**config.mk**
```make
export PLATFORM = sky130hd
export DESIGN_NAME = fpu_normalize_round_flat
export DESIGN_NICKNAME = d
export VERILOG_FILES = /design/src/rtl/fpu_normalize_round_if.sv /design/src/rtl/fpu_normalize_round.sv /design/src/flat_wrapper.sv
export SDC_FILE = /design/constraint.sdc
export NUM_CORES = 1
export LEC_CHECK = 0
export ABC_AREA = 1
export BUFFER_PORTS_ARGS = -buffer_cell sky130_fd_sc_hd__clkbuf_2
export CAP_MARGIN = 20
export CORE_MARGIN = 5
export CORE_UTILIZATION = 63
export DETAILED_ROUTE_END_ITERATION = 10
export PLACE_DENSITY = 0.94
export SYNTH_ARGS = -nofsm -noshare
export SYNTH_HDL_FRONTEND = slang
export SYNTH_SLANG_ARGS = --single-unit
```
**constraint.sdc**
```tcl
create_clock -name clk -period 3.8 [get_ports clk]
set_input_delay 0.76 -clock clk [delete_from_list [all_inputs] [get_ports clk]]
set_output_delay 0.76 -clock clk [all_outputs]
set_load 0.01 [all_outputs]
```
**src/rtl/fpu_normalize_round_if.sv**
```systemverilog
// rtl/fpu_normalize_round_if.sv - request/result bundle for the normalize-and-round stage
interface fpu_normalize_round_if;
  logic        start;
  logic        in_sign;
  logic [9:0]  in_exp;
  logic [27:0] in_mant;
  logic        busy;
  logic        done;
  logic [31:0] result;
  logic        flag_zero;
  logic        flag_ovf;
  logic        flag_unf;
  logic        flag_inexact;

  modport master (
    output start, in_sign, in_exp, in_mant,
    input  busy, done, result, flag_zero, flag_ovf, flag_unf, flag_inexact
  );

  modport slave (
    input  start, in_sign, in_exp, in_mant,
    output busy, done, result, flag_zero, flag_ovf, flag_unf, flag_inexact
  );
endinterface

```
**src/rtl/fpu_normalize_round.sv**
```systemverilog
// rtl/fpu_normalize_round.sv - iterative normalize, round-to-nearest-even and pack to single precision
module fpu_normalize_round (
  input  logic                  clk,
  input  logic                  arst,
  fpu_normalize_round_if.slave  bus
);

  localparam logic [1:0] IDLE  = 2'd0;
  localparam logic [1:0] NORM  = 2'd1;
  localparam logic [1:0] ROUND = 2'd2;
  localparam logic [1:0] PACK  = 2'd3;

  logic [1:0]         state_q, state_d;
  logic               sign_q, sign_d;
  // One spare bit so a carry shift plus a rounding carry from 510 cannot wrap.
  logic signed [10:0] exp_q, exp_d;
  logic [27:0]        mant_q, mant_d;
  logic               zero_q, zero_d;
  logic               grs_q, grs_d;
  logic               done_q, done_d;
  logic [31:0]        result_q, result_d;
  logic               fz_q, fz_d;
  logic               fo_q, fo_d;
  logic               fu_q, fu_d;
  logic               fi_q, fi_d;

  logic [27:0]        rnd_sum;
  logic               rnd_inc;

  assign rnd_sum = mant_q + 28'd8;
  assign rnd_inc = mant_q[2] & (mant_q[3] | mant_q[1] | mant_q[0]);

  always_comb begin
    state_d  = state_q;
    sign_d   = sign_q;
    exp_d    = exp_q;
    mant_d   = mant_q;
    zero_d   = zero_q;
    grs_d    = grs_q;
    done_d   = 1'b0;
    result_d = result_q;
    fz_d     = fz_q;
    fo_d     = fo_q;
    fu_d     = fu_q;
    fi_d     = fi_q;

    case (state_q)
      IDLE: begin
        if (bus.start) begin
          sign_d  = bus.in_sign;
          exp_d   = {bus.in_exp[9], bus.in_exp};
          mant_d  = bus.in_mant;
          zero_d  = 1'b0;
          grs_d   = 1'b0;
          fz_d    = 1'b0;
          fo_d    = 1'b0;
          fu_d    = 1'b0;
          fi_d    = 1'b0;
          state_d = NORM;
        end
      end
      NORM: begin
        if (mant_q == 28'd0) begin
          zero_d  = 1'b1;
          state_d = PACK;
        end else if (mant_q[27]) begin
          mant_d  = {1'b0, mant_q[27:2], mant_q[1] | mant_q[0]};
          exp_d   = exp_q + 11'sd1;
          state_d = ROUND;
        end else if (!mant_q[26]) begin
          mant_d  = {mant_q[26:0], 1'b0};
          exp_d   = exp_q - 11'sd1;
        end else begin
          state_d = ROUND;
        end
      end
      ROUND: begin
        grs_d = |mant_q[2:0];
        if (rnd_inc) begin
          if (rnd_sum[27]) begin
            mant_d = {1'b0, rnd_sum[27:1]};
            exp_d  = exp_q + 11'sd1;
          end else begin
            mant_d = rnd_sum;
          end
        end
        state_d = PACK;
      end
      default: begin
        done_d  = 1'b1;
        state_d = IDLE;
        if (zero_q) begin
          result_d = {sign_q, 31'd0};
          fz_d     = 1'b1;
        end else if (exp_q >= 11'sd255) begin
          result_d = {sign_q, 8'hFF, 23'd0};
          fo_d     = 1'b1;
          fi_d     = 1'b1;
        end else if (exp_q <= 11'sd0) begin
          result_d = {sign_q, 31'd0};
          fu_d     = 1'b1;
          fi_d     = 1'b1;
        end else begin
          result_d = {sign_q, exp_q[7:0], mant_q[25:3]};
          fi_d     = grs_q;
        end
      end
    endcase
  end

  always_ff @(posedge clk or posedge arst) begin
    if (arst) begin
      state_q  <= IDLE;
      sign_q   <= 1'b0;
      exp_q    <= '0;
      mant_q   <= '0;
      zero_q   <= 1'b0;
      grs_q    <= 1'b0;
      done_q   <= 1'b0;
      result_q <= '0;
      fz_q     <= 1'b0;
      fo_q     <= 1'b0;
      fu_q     <= 1'b0;
      fi_q     <= 1'b0;
    end else begin
      state_q  <= state_d;
      sign_q   <= sign_d;
      exp_q    <= exp_d;
      mant_q   <= mant_d;
      zero_q   <= zero_d;
      grs_q    <= grs_d;
      done_q   <= done_d;
      result_q <= result_d;
      fz_q     <= fz_d;
      fo_q     <= fo_d;
      fu_q     <= fu_d;
      fi_q     <= fi_d;
    end
  end

  assign bus.busy         = (state_q != IDLE);
  assign bus.done         = done_q;
  assign bus.result       = result_q;
  assign bus.flag_zero    = fz_q;
  assign bus.flag_ovf     = fo_q;
  assign bus.flag_unf     = fu_q;
  assign bus.flag_inexact = fi_q;

endmodule
```
**src/flat_wrapper.sv**
```systemverilog
// flat-port wrapper written by rule: the top's interface ports become plain ports
module fpu_normalize_round_flat 
  (clk, arst, bus_start, bus_in_sign, bus_in_exp, bus_in_mant, bus_busy, bus_done, bus_result, bus_flag_zero, bus_flag_ovf, bus_flag_unf, bus_flag_inexact);
  fpu_normalize_round_if bus_i ();
  input  logic clk;
  input  logic arst;
  input wire logic [$bits(bus_i.start)-1:0] bus_start;
  input wire logic [$bits(bus_i.in_sign)-1:0] bus_in_sign;
  input wire logic [$bits(bus_i.in_exp)-1:0] bus_in_exp;
  input wire logic [$bits(bus_i.in_mant)-1:0] bus_in_mant;
  output wire logic [$bits(bus_i.busy)-1:0] bus_busy;
  output wire logic [$bits(bus_i.done)-1:0] bus_done;
  output wire logic [$bits(bus_i.result)-1:0] bus_result;
  output wire logic [$bits(bus_i.flag_zero)-1:0] bus_flag_zero;
  output wire logic [$bits(bus_i.flag_ovf)-1:0] bus_flag_ovf;
  output wire logic [$bits(bus_i.flag_unf)-1:0] bus_flag_unf;
  output wire logic [$bits(bus_i.flag_inexact)-1:0] bus_flag_inexact;
  assign bus_i.start = bus_start;
  assign bus_i.in_sign = bus_in_sign;
  assign bus_i.in_exp = bus_in_exp;
  assign bus_i.in_mant = bus_in_mant;
  assign bus_busy = bus_i.busy;
  assign bus_done = bus_i.done;
  assign bus_result = bus_i.result;
  assign bus_flag_zero = bus_i.flag_zero;
  assign bus_flag_ovf = bus_i.flag_ovf;
  assign bus_flag_unf = bus_i.flag_unf;
  assign bus_flag_inexact = bus_i.flag_inexact;
  fpu_normalize_round u_core (.clk(clk), .arst(arst), .bus(bus_i));
endmodule
```
# --- Yosys cells after proc, flatten, opt, wreduce, memory -nomap -nowiden ---
# Cells that the tools add are included.
# W data, S select, Z words.
word_totals:
  register_bits: 81
  input_bits: 42
classes:
  add_sub_neg: 3
  order_cmp: 2
  eq_ne: 11
  muxes: 40
  bitwise: 5
  n_reduce_logical: 23
op_table:
  columns: ["op", "n"]
  rows:
  - ["$mux W28", 4]
  - ["$mux W31", 3]
  - ["$pmux W28 S3", 1]
  - ["$mux W11", 6]
  - ["$mux W27", 2]
  - ["$pmux W11 S3", 1]
  - ["$add A28 B4 Y28 const B", 1]
  - ["$logic_not A28 Y1", 1]
  - ["$mux W1", 12]
  - ["$pmux W1 S2", 6]
  - ["$reduce_bool A2 Y1", 6]
  - ["$add A11 B2 Y11 const B", 1]
  - ["$ge A11 B9 Y1 const B", 1]
  - ["$le A11 B1 Y1 const B", 1]
  - ["$sub A11 B2 Y11 const B", 1]
  - ["$reduce_and A5 Y1", 2]
  - ["$reduce_and A3 Y1", 3]
  - ["$mux W2", 4]
  - ["$ne A2 B2 Y1 const B", 4]
  - ["$reduce_and A4 Y1", 2]
  - ["$ne A2 B1 Y1 const B", 3]
  - ["$pmux W2 S3", 1]
  - ["$reduce_and A2 Y1", 3]
  - ["$reduce_and A6 Y1", 1]
  - ["other kinds (11)", 14]

# --- Depth between registers and ports, before layout ---
# Gate-level depths: netlist (run 1).
logic_depth:
  ltp_word: 5
  depth_mapped: 15
  depth_no_buf: 13

# --- Worst setup path after synthesis (run 1) ---
# OpenSTA, ideal clock, no wires.
synth_path:
  path_kind: "flip-flop to flip-flop"
  from: "reg u_core.state_q[1]"
  to: "reg u_core.mant_q[10]"
  setup_ns: 0.116
  arrival_ns: 1.751
  t_required_ns: 3.684
  path_slack_ns: 1.933
  stages_incl_launch_ff: 15
  period_less_slack_ns: 1.867
  path_cell_list: "dfrtp_1 > inv_1 > ha_1 > buf_2 > inv_1 > nor2_1 > inv_1 > nor2_1 > inv_1 > nand3_2 > buf_6 > buf_6 > nor2_1 > nand2_1 > nand2_1"
synth_between:
  elab_chain_len: 3
  word_cells_on_any_way: 10
  classes_between: "eq/ne (6); mux (1); reduce/logical (3)"
synth_lines:
  columns: ["item", "line_no", "source"]
  rows:
  - ["start: declaration", "fpu_normalize_round.sv:13", "logic [1:0] state_q, state_d;"]
  - ["start signal: assignment", "fpu_normalize_round.sv:126", "state_q <= state_d;"]
  - ["$eq A2 B1 Y1, or another cell as far along", "fpu_normalize_round.sv:47", "case (state_q)"]
  - ["$ne A3 B2 Y1 (no line), or another cell as far along", null, null]
  - ["$reduce_and A5 Y1 (no line)", null, null]
  - ["end signal: assignment", "fpu_normalize_round.sv:129", "mant_q <= mant_d;"]
  - ["end: declaration", "fpu_normalize_round.sv:17", "logic [27:0] mant_q, mant_d;"]
# Several ways; a longest one is shown, not always the timed one.
# A chain may end at the register's enable or synchronous reset.

# --- Worst setup path after layout (run 1) ---
layout_path:
  from: "reg u_core.mant_q[3]"
  to: "reg u_core.mant_q[1]"
layout_between:
  elab_chain_len: 5
  word_cells_on_any_way: 11
  classes_between: "add/sub (1); eq/ne (2); mux (3); bitwise (3); reduce/logical (2)"
layout_lines:
  columns: ["item"]
  rows:
  - ["branches (longest 5 deep; another with $add A28 B4 Y28)"]
# Several ways; the timed one is not identified. The select of a mux whose other input is x is not followed.

==> results of run 1 <==
how the worst max path moves through the flow:
| stage | cells after the start | end | slack, ns |
|---|---|---|---|
| floorplan | 1 | u_core.bus.done | 0.96 |
| global placement | 13 | u_core.mant_q[1] | 1.26 |
| detailed placement | 13 | u_core.mant_q[1] | 1.14 |
| CTS | 13 | u_core.mant_q[1] | 1.08 |
| global route | 12 | u_core.mant_q[1] | 0.75 |
| finish | 13 | u_core.mant_q[1] | 1.02 |
kinds of logic after synthesis:
family | count (synthesis) | synth area share, %
DFF | 81 | 35.0
xor gates and xnor gates | 21 | 3.18
AOI/OAI and AO/OA | 111 | 11.5
buffers and inverters | 141 | 10.9
and+or+nand+nor | 515 | 37.5
adders and majority gates | 7 | 1.51
muxes | 2 | 0.389
per-stage QoR:
stage	power [mW]	instances	setup WS, ns
2_1_floorplan	4.64	878	0.960
3_3_place_gp	5.38	1035	1.26
3_5_place_dp	5.48	1035	1.14
4_1_cts	6.32	1051	1.08
5_1_grt	7.01	1052	0.750
6_report	6.40	1052	1.02
registers in the layout (all words and copies together) (netlist names):
signal,count
u_core.exp_q,11
u_core.grs_q,1
u_core.state_q,2
u_core.mant_q,28
u_core.bus.flag_inexact,1
u_core.bus.flag_zero,1
u_core.bus.flag_unf,1
u_core.bus.flag_ovf,1
u_core.bus.result,32
u_core.zero_q,1
u_core.sign_q,1
u_core.bus.done,1
power by group:
| group | leakage, nW | switching, mW | total (mW) | internal (mW) |
|---|---|---|---|---|
| sequential | 1.03 | 0.450 | 1.71 | 1.26 |
| clock | 0.119 | 0.349 | 0.806 | 0.457 |
| combinational | 2.02 | 2.59 | 3.88 | 1.30 |
worst max-delay path, delay by kind of cell (launching register included):
kind / cells / cell delay (ns)
adder cells (fa/ha/maj): 1 / 0.29
AND/OR/NAND/NOR: 10 / 1.58
buffers and inverters: 2 / 0.34
flip-flops: 1 / 0.46
final cells by class:
| cell class | instances | share of cell area, % |
|---|---|---|
| multi-input combinational | 656 | 48.8 |
| inverter | 99 | 5.81 |
| tap | 111 | 2.17 |
| clock inverter | 6 | 1.78 |
| clock buffer | 10 | 2.15 |
| sequential | 81 | 31.6 |
| timing repair buffer | 89 | 7.65 |
metal layers:
metal  track usage [%]  part of all wire (%)  up-vias
met5                 0                     0        -
met4              11.0                   2.8        0
met3              6.80                    11       51
met2              43.4                    45      425
met1              42.9                    41     2709
li1                  -                     -     2925
placed cells by master, fill, tap and decap left out, types with 9 or more instances in the layout:
cell	count
o22ai_1	40
clkbuf_2	79
xor2_1	18
buf_4	9
o21ai_0	32
clkbuf_8	10
inv_1	95
nand2_2	11
dfrtp_1	81
nor2_1	128
nand2_1	267
nand3_1	73
a31oi_1	11
==> flow_metrics.py, run 1 <==
metrics = {
    "detailed_routing": {
        "ant_nets": 0,
        "routed_wl_um": 16100,
        "drtIter0Drc": 692,
        "vias_per_cell": 5.81,
        "num_vias": 6110,
        "routedWlPerCell_um": 15.3,
        "dr.pass1.iters": 7,
        "drcViolationCount": 0,
    },
    "clock_tree": {
        "clk_path_buf_depth": 2,
        "cts_tree": "built",
        "holdBufCountCts": 0,
        "cts.clk_slew.worst_paths_ns": 0.10,
        "cts_setup_buffers": 0,
        "cts_max_level": 3,
        "cts.sinks": 81,
        "post_cts_resized": 0,
        "cts_buffers": 9,
        "root_buffer": "clkbuf_8",
        "clkLatencyLatePin_ns": 0.37,
    },
    "yosys": {
        "synth_top_cell_by_area": "dfrtp_1",
        "synth_cell_types": 37,
        "async_flop_share_pct": 100,
        "ys.warnings.count": 0,
        "synth_nets": 927,
        "ys_top_cells_by_area": "dfrtp_1 35%, nand2_1 17%, nor2_1 8.3%",
        "synth-edff-count": 0,
        "ys_seq_elements": 81,
        "synth_area_sq_um": 5790,
        "synthTopCellsByCount": "267 x nand2_1, 128 x nor2_1, 96 x inv_1",
        "yosysMostFrequentCell": "nand2_1",
        "ys.flop_type": "dfrtp_1",
        "syn_inst": 878,
        "synth.top_cell.area_share_pct": 35.0,
        "syn_area_per_cell_sq_um": 6.59,
        "synth_seq_area_share_pct": 35.0,
    },
    "timing": {
        "finalHoldViolations": 0,
        "setup_viol": 0,
        "report.final.slew_viol_count": 0,
        "rsz0062_at_grt": "false",
        "period_minus_slack_ns": 2.78,
        "fmax_mhz": 360,
        "worst_pin_slew_ns": 0.928,
        "finalSetupTns_ns": 0,
        "slew_headroom_pct": 37.8,
        "skew_ns": 0.0169,
        "period_share_pct": 73.1,
        "hold_slack_ns": 0.284,
    },
    "placed_design": {
        "gp_congestion": 1.01,
        "placed_area_sq_um": 6130,
        "dp_hpwl_um": 11200,
        "numPortBuffers": 79,
    },
    "floorplanning": {
        "core-area_sq_um": 9110,
        "num_io_pins": 80,
        "design.die.area_sq_um": 11200,
        "rows": 35,
        "start_util_pct": 63.5,
        "die_y_um": 106,
        "chipWidth_um": 106,
    },
    "finish": {
        "antenna-diode-count": 0,
        "fin_nets": 985,
        "fin_util_pct": 70.4,
        "final-seq-area_sq_um": 2030,
        "area_growth_pct": 10.8,
        "drive_gt1_share_pct": 15.0,
        "multi_input_area_sq_um": 3130,
        "fillers": 770,
        "fin_area_sq_um": 6410,
    },
    "critical_path": {
        "cp-start-kind": "register",
        "crit_chain": "ha_1 -> nand2_1 -> nor2_4 -> nand2_2 -> clkinv_1 -> nand2_2 -> nand2_1 -> nand2_2 -> nor2_4 -> nor2_4 -> inv_1 -> nand2_1 -> nand2_1",
        "worstPathRequired_ns": 4.04,
        "regToRegSetupSlack_ns": 1.02,
        "r2r_cells": 13,
        "crit_slowest_cell": "dfrtp_1",
        "rr_startpoint": "u_core.mant_q[3]",
        "startpoint": "u_core.mant_q[3]",
        "timing_worst_setup_path_type": "reg2reg",
        "critPathMaxFanout": 23,
        "critPathMaxStageDelay_ns": 0.46,
        "crit_arrival_ns": 3.02,
        "timing.rr.end": "u_core.mant_q[1]",
        "end_kind": "register",
        "crit_top_cell": "nand2_1",
    },
    "power": {
        "pwr_density_cell_nw_per_um2": 998,
        "p_leak_nw": 3.17,
        "ir_drop_mv": 0.967,
    },
    "flow_run": {
        "drv_cap": 0,
    },
    "global_routing": {
        "grt_overflow_total": 0,
        "grt_max_degree": 66,
        "grt_usage_pct": 29.7,
        "grt_pass1_vias": 5602,
        "antenna_found_initial": 0,
        "grt_pass1_wl_um": 27200,
    },
    "outcome": {
        "status": "complete, no violations",
    },
    "worst_hold_path": {
        "hold_class": "in2async",
    },
}
Note: power is estimated with default switching activity, not from simulation.
==> inputs of run 2 (changes only) <==
--- a/config.mk
+++ b/config.mk
@@ -5,13 +5,13 @@
 export SDC_FILE = /design/constraint.sdc
 export NUM_CORES = 1
 export LEC_CHECK = 0
-export ABC_AREA = 1
+export ABC_AREA = 0
 export BUFFER_PORTS_ARGS = -buffer_cell sky130_fd_sc_hd__clkbuf_2
 export CAP_MARGIN = 20
 export CORE_MARGIN = 5
-export CORE_UTILIZATION = 63
+export CORE_UTILIZATION = 58
 export DETAILED_ROUTE_END_ITERATION = 10
-export PLACE_DENSITY = 0.94
+export PLACE_DENSITY = 0.89
 export SYNTH_ARGS = -nofsm -noshare
 export SYNTH_HDL_FRONTEND = slang
 export SYNTH_SLANG_ARGS = --single-unit
==> constraint.sdc (replaced) <==
create_clock -name clk -period 2.75 [get_ports clk]
set_input_delay 0.55 -clock clk [delete_from_list [all_inputs] [get_ports clk]]
set_output_delay 0.55 -clock clk [all_outputs]
set_load 0.01 [all_outputs]
==> run 2 against run 1 <==
  * Cell area increased by 3.5%
  * Combinational power rose by 51%
  * Global-route usage about the same
  * Clock skew about the same
  * Core utilization is 1.2 points lower
  * First-iteration DRC count decreased by 28%
  * Maximum frequency increased by 4.9%
  * Count of clock-buffer cells in the layout unchanged
  * Area after synthesis is 2.9% lower
  * Power up 45%
  * Via count fell by 3.6%
==> flow_metrics.py, run 2 <==
metrics = {
    "outcome": {
        "status": "complete, no violations",
    },
    "finish": {
        "drive_gt1_share_pct": 22.9,
        "final_cell_count_no_fill": 933,
        "fin_util_pct": 69.2,
        "mostFrequentLayoutCells": "95 x nand2_1, 80 x dfrtp_1, 79 x clkbuf_2",
        "area_growth_pct": 18.1,
        "fin_nets": 844,
        "largest_reg_flops": 32,
        "final_common_cell": "nand2_1",
        "fillers": 797,
        "antenna-diode-count": 0,
    },
    "yosys": {
        "async_flop_share_pct": 100,
        "synthTopCellsByCount": "96 x nand2_1, 81 x dfrtp_1, 70 x o21ai_0",
        "syn_inst": 717,
        "synth_cell_types": 62,
        "yosysMostFrequentCell": "nand2_1",
        "synth_seq_area_share_pct": 36.1,
        "synth_top_cell_by_area": "dfrtp_1",
        "synth_area_sq_um": 5620,
        "ys.flop_type": "dfrtp_1",
        "ys.warnings.count": 0,
        "synth-edff-count": 0,
        "ys_seq_elements": 81,
        "synth_nets": 766,
        "syn_area_per_cell_sq_um": 7.84,
        "synth.top_cell.area_share_pct": 36.1,
        "ys_top_cells_by_area": "dfrtp_1 36%, nand2_1 6.4%, o21ai_0 6.2%",
    },
    "timing": {
        "hold_slack_ns": 0.185,
        "finalHoldViolations": 0,
        "worst_pin_slew_ns": 0.573,
        "finalSetupTns_ns": 0,
        "slew_headroom_pct": 61.7,
        "report.final.slew_viol_count": 0,
        "fmax_mhz": 378,
        "setup_viol": 0,
        "skew_ns": 0.0169,
        "period_minus_slack_ns": 2.65,
        "period_share_pct": 96.3,
    },
    "clock_tree": {
        "root_buffer": "clkbuf_8",
        "cts.clk_slew.worst_paths_ns": 0.10,
        "clk_path_buf_depth": 2,
        "cts_max_level": 3,
        "cts_buffers": 9,
        "cts_tree": "built",
        "cts.sinks": 81,
        "clkLatencyLatePin_ns": 0.38,
        "cts_setup_buffers": 0,
    },
    "critical_path": {
        "crit_end": "u_core.mant_q[11]",
        "regToRegSetupSlack_ns": 0.10,
        "startpoint": "u_core.mant_q[4]",
        "timing_worst_setup_path_type": "reg2reg",
        "worstPathRequired_ns": 3.00,
        "end_kind": "register",
        "rr_startpoint": "u_core.mant_q[4]",
        "crit_arrival_ns": 2.89,
        "timing.rr.end": "u_core.mant_q[11]",
        "cp-start-kind": "register",
        "r2r_cells": 9,
        "critPathMaxFanout": 10,
    },
    "placed_design": {
        "numPortBuffers": 79,
        "dp_hpwl_um": 12100,
        "gp_congestion": 0.991,
        "dp_cells": 917,
    },
    "power": {
        "ir_drop_mv": 0.727,
        "power_mw": 9.30,
        "pwr_density_cell_nw_per_um2": 1400,
        "p_leak_nw": 2.83,
    },
    "global_routing": {
        "grt_pass1_wl_um": 27800,
        "use_met3_pct": 5.31,
        "met1_usage_pct": 36.5,
        "grt_overflow_total": 0,
        "grt_usage_pct": 29.7,
        "grt_util_met2_pct": 50.1,
        "grt-busiest-layer": "met2",
        "antenna_found_initial": 0,
        "grt_pass1_vias": 5682,
        "grt_max_degree": 53,
    },
    "worst_hold_path": {
        "hold_class": "in2async",
    },
    "floorplanning": {
        "start_util_pct": 58.6,
        "core-area_sq_um": 9590,
        "die_y_um": 108,
        "chipWidth_um": 108,
        "num_io_pins": 80,
        "design.die.area_sq_um": 11800,
        "rows": 36,
    },
    "flow_run": {
        "drv_cap": 0,
    },
    "detailed_routing": {
        "dr.pass1.iters": 5,
        "routedWlPerCell_um": 18.1,
        "drcViolationCount": 0,
        "num_vias": 5889,
        "ant_nets": 0,
        "drtIter0Drc": 495,
        "vias_per_cell": 6.31,
        "routed_wl_um": 16900,
    },
}
[run 2: metrics by stage]
| stage | instance area [sq um] | worst slack [ns] |
|---|---|---|
| 2_1_floorplan | 5620 | 0.117 |
| 3_3_place_gp | 6380 | 0.283 |
| 3_5_place_dp | 6380 | 0.178 |
| 4_1_cts | 6620 | 0.160 |
| 5_1_grt | 6640 | -0.0424 |
| 6_report | 6640 | 0.103 |
[run 2: worst min-delay path by stage]
stage	endpoint	slack (ns)	cells after the start
global placement	u_core.sign_q	0.48	1
floorplan	u_core.grs_q	0.47	2
finish	u_core.bus.result[28]	0.18	2
CTS	u_core.bus.result[28]	0.19	2
global route	u_core.bus.result[28]	0.22	2
detailed placement	u_core.bus.result[31]	0.50	1
[run 2: per-layer routing]
metal / vias to the layer above / wire, um
met2: 317 / 8270
met1: 2762 / 6580
met3: 70 / 1370
li1: 2740 / -
met5: - / 0
met4: 0 / 682
[run 2: kinds of logic (layout without fill, tap and decap cells)]
family                   Yosys count  after routing  share of synthesized area [%]
AND/OR/NAND/NOR                  258            258                           22.9
AO/OA/AOI/OAI                    229            229                           26.4
buffers and inverters            114            197                           8.53
flip-flops                        81             81                           36.1
XOR/XNOR                          22             22                           3.43
adder cells (fa/ha/maj)            7              7                           1.56
multiplexers                       6              6                           1.11
[run 2: layout make-up]
class | instances | area [sq um] | area share, %
Timing Repair Buffer | 138 | 901 | 13.6
Tap cell | 133 | 166 | 2.51
Multi-Input combinational cell | 522 | 3140 | 47.2
Sequential cell | 81 | 2030 | 30.6
Inverter | 43 | 163 | 2.45
Clock inverter | 6 | 115 | 1.73
Clock buffer | 10 | 128 | 1.92
[run 2: where the power goes]
group          switching (mW)  total (mW)  internal, mW  leakage, nW
sequential              0.603        2.35          1.75         1.02
clock                   0.485        1.09         0.609        0.117
combinational            3.46        5.85          2.39         1.70
total                    4.55        9.30          4.75         2.83
[run 2: worst max-delay path, cell delays in order, from the launching register on]
cell and delay [ns]:
dfrtp_1 0.36, ha_1 0.19, nand4_2 0.18, or4_4 0.57
o21ai_2 0.24, and2_4 0.26, buf_4 0.18, nor2_1 0.07
a2111oi_1 0.34, o21ai_1 0.12
[run 2: repair_timing]
action,in CTS,in global routing
hold buffers,0,0
endpoints found under the setup margin,0,7
resized for setup,0,6
==> inputs of run 3 (changes only) <==
--- a/config.mk
+++ b/config.mk
@@ -11,6 +11,7 @@
 export CORE_MARGIN = 5
 export CORE_UTILIZATION = 58
 export DETAILED_ROUTE_END_ITERATION = 10
+export GPL_TIMING_DRIVEN = 0
 export PLACE_DENSITY = 0.89
 export SYNTH_ARGS = -nofsm -noshare
 export SYNTH_HDL_FRONTEND = slang
==> constraint.sdc (replaced) <==
create_clock -name clk -period 2.75 [get_ports clk]
set_input_delay 0.55 -clock clk [delete_from_list [all_inputs] [get_ports clk]]
set_output_delay 0.55 -clock clk [all_outputs]
set_load 0.1 [all_outputs]
==> run 3 against run 2 <==
  * Setup slack worse by 0.063 ns
  * Sequential share of layout area is essentially flat
  * Cell count is 2.0% higher
  * Global-route usage is 3.7 points higher
  * Core utilization is essentially flat
  * Count of clock-buffer cells in the layout is the same
  * Clock skew is 0.0015 ns higher
  * Via count increased by 3.1%
  * Highest routed layer unchanged
==> flow_metrics.py, run 3 (synthesis results as in run 2) <==
metrics = {
    "outcome": {
        "status": "complete, no violations",
    },
    "critical_path": {
        "critPathMaxFanout": 10,
        "rr_startpoint": "u_core.mant_q[3]",
        "timing.rr.end": "u_core.mant_q[11]",
        "startpoint": "u_core.mant_q[3]",
        "r2r_cells": 10,
        "end_kind": "register",
        "crit_arrival_ns": 2.96,
        "worstPathRequired_ns": 3.00,
        "timing_worst_setup_path_type": "reg2reg",
        "regToRegSetupSlack_ns": 0.04,
        "crit_end": "u_core.mant_q[11]",
        "cp-start-kind": "register",
    },
    "timing": {
        "setup_viol": 0,
        "finalHoldViolations": 0,
        "report.final.slew_viol_count": 0,
        "skew_ns": 0.0184,
        "period_minus_slack_ns": 2.71,
        "worst_pin_slew_ns": 0.870,
        "rsz0062_at_grt": "true",
        "slew_headroom_pct": 41.4,
        "period_share_pct": 98.6,
        "fmax_mhz": 369,
    },
    "finish": {
        "fin_area_sq_um": 6640,
        "fin_nets": 864,
        "multi_input_area_sq_um": 3250,
        "final-seq-area_sq_um": 2030,
        "drive_gt1_share_pct": 22.1,
        "area_growth_pct": 18.1,
        "antenna-diode-count": 0,
        "fillers": 833,
        "final_common_cell": "nand2_1",
        "mostFrequentLayoutCells": "96 x nand2_1, 95 x clkbuf_2, 80 x dfrtp_1",
        "largest_reg_flops": 32,
    },
    "detailed_routing": {
        "ant_nets": 0,
        "routedWlPerCell_um": 20.1,
        "num_vias": 6072,
        "vias_per_cell": 6.38,
        "drtIter0Drc": 550,
        "drcViolationCount": 0,
        "dr.pass1.iters": 7,
        "routed_wl_um": 19100,
    },
    "global_routing": {
        "grt_overflow_total": 0,
        "grt_pass1_wl_um": 30500,
        "antenna_found_initial": 0,
        "grt_max_degree": 52,
        "grt_pass1_vias": 5781,
        "grt_usage_pct": 33.4,
    },
    "clock_tree": {
        "cts_max_level": 3,
        "clkLatencyLatePin_ns": 0.38,
        "cts_tree": "built",
        "cts_buffers": 9,
        "cts.clk_slew.worst_paths_ns": 0.10,
        "clk_path_buf_depth": 2,
        "root_buffer": "clkbuf_8",
        "cts.sinks": 81,
        "holdBufCountCts": 0,
    },
    "worst_hold_path": {
        "hold_class": "in2async",
    },
    "floorplanning": {
        "rows": 36,
        "num_io_pins": 80,
        "core-area_sq_um": 9590,
        "design.die.area_sq_um": 11800,
        "start_util_pct": 58.6,
        "chipWidth_um": 108,
        "die_y_um": 108,
    },
    "placed_design": {
        "gp_congestion": 0.996,
        "placed_area_sq_um": 6220,
        "numPortBuffers": 79,
        "dp_hpwl_um": 13500,
    },
    "flow_run": {
        "drv_cap": 0,
    },
}
[run 3: area by class of cell]
cell class | instances | share of cell area, %
Multi-Input combinational cell | 522 | 49.0
Sequential cell | 81 | 30.6
Timing Repair Buffer | 90 | 7.46
Buffer | 68 | 5.18
Tap cell | 133 | 2.51
Inverter | 43 | 2.47
Clock buffer | 10 | 1.92
Clock inverter | 5 | 0.867
[run 3: how the worst min path moves through the flow]
stage	depth (start not counted)	startpoint	slack (ns)	endpoint
floorplan	2	u_core.grs_q	0.47	u_core.grs_q
global placement	1	u_core.sign_q	0.48	u_core.bus.result[31]
detailed placement	1	u_core.sign_q	0.49	u_core.bus.result[31]
CTS	2	arst	0.18	u_core.bus.result[26]
global route	2	arst	0.19	u_core.bus.result[26]
finish	2	arst	0.16	u_core.bus.result[26]
[run 3: routing by layer]
metal	share of wire, %	vias up	GRT usage, %
met1	41	2864	44.0
met5	0	-	0
li1	-	2784	-
met2	46	341	52.9
met3	8.8	83	5.73
met4	4.7	0	17.0
[run 3: timing repair]
item / CTS / global route
gates cloned: 0 / 0
endpoints found under the setup margin: 64 / 60
pin swaps: 3 / 3
endpoints found under the hold margin: 0 / 0
buffers inserted: 5 / 4
gates resized for setup: 23 / 36
[run 3: through the flow]
stage	TNS, ns	util (%)	hold slack [ns]	std cells	setup slack (ns)
2_1_floorplan	0	-	0.469	717	0.117
3_3_place_gp	-80.61	64.4	0.480	929	-0.755
3_5_place_dp	-22.41	64.8	0.488	931	-0.578
4_1_cts	0	68.0	0.179	951	0.00617
5_1_grt	-0.00367	69.2	0.189	952	-0.00280
6_report	0	69.2	0.161	952	0.0393
[run 3: worst max-delay path, stage by stage (launching register included)]
cell and delay [ns]:
dfrtp_1 0.41, ha_2 0.27, nand4_4 0.16, or4_4 0.58, o21ai_4 0.22, and2_4 0.17, buf_6 0.13, buf_6 0.17
nor2_1 0.06, a2111oi_1 0.28, o21ai_1 0.13
Power of run 3 is not shown: default switching activity piles up to over one toggle a cycle in this logic, so the estimate is an artifact.
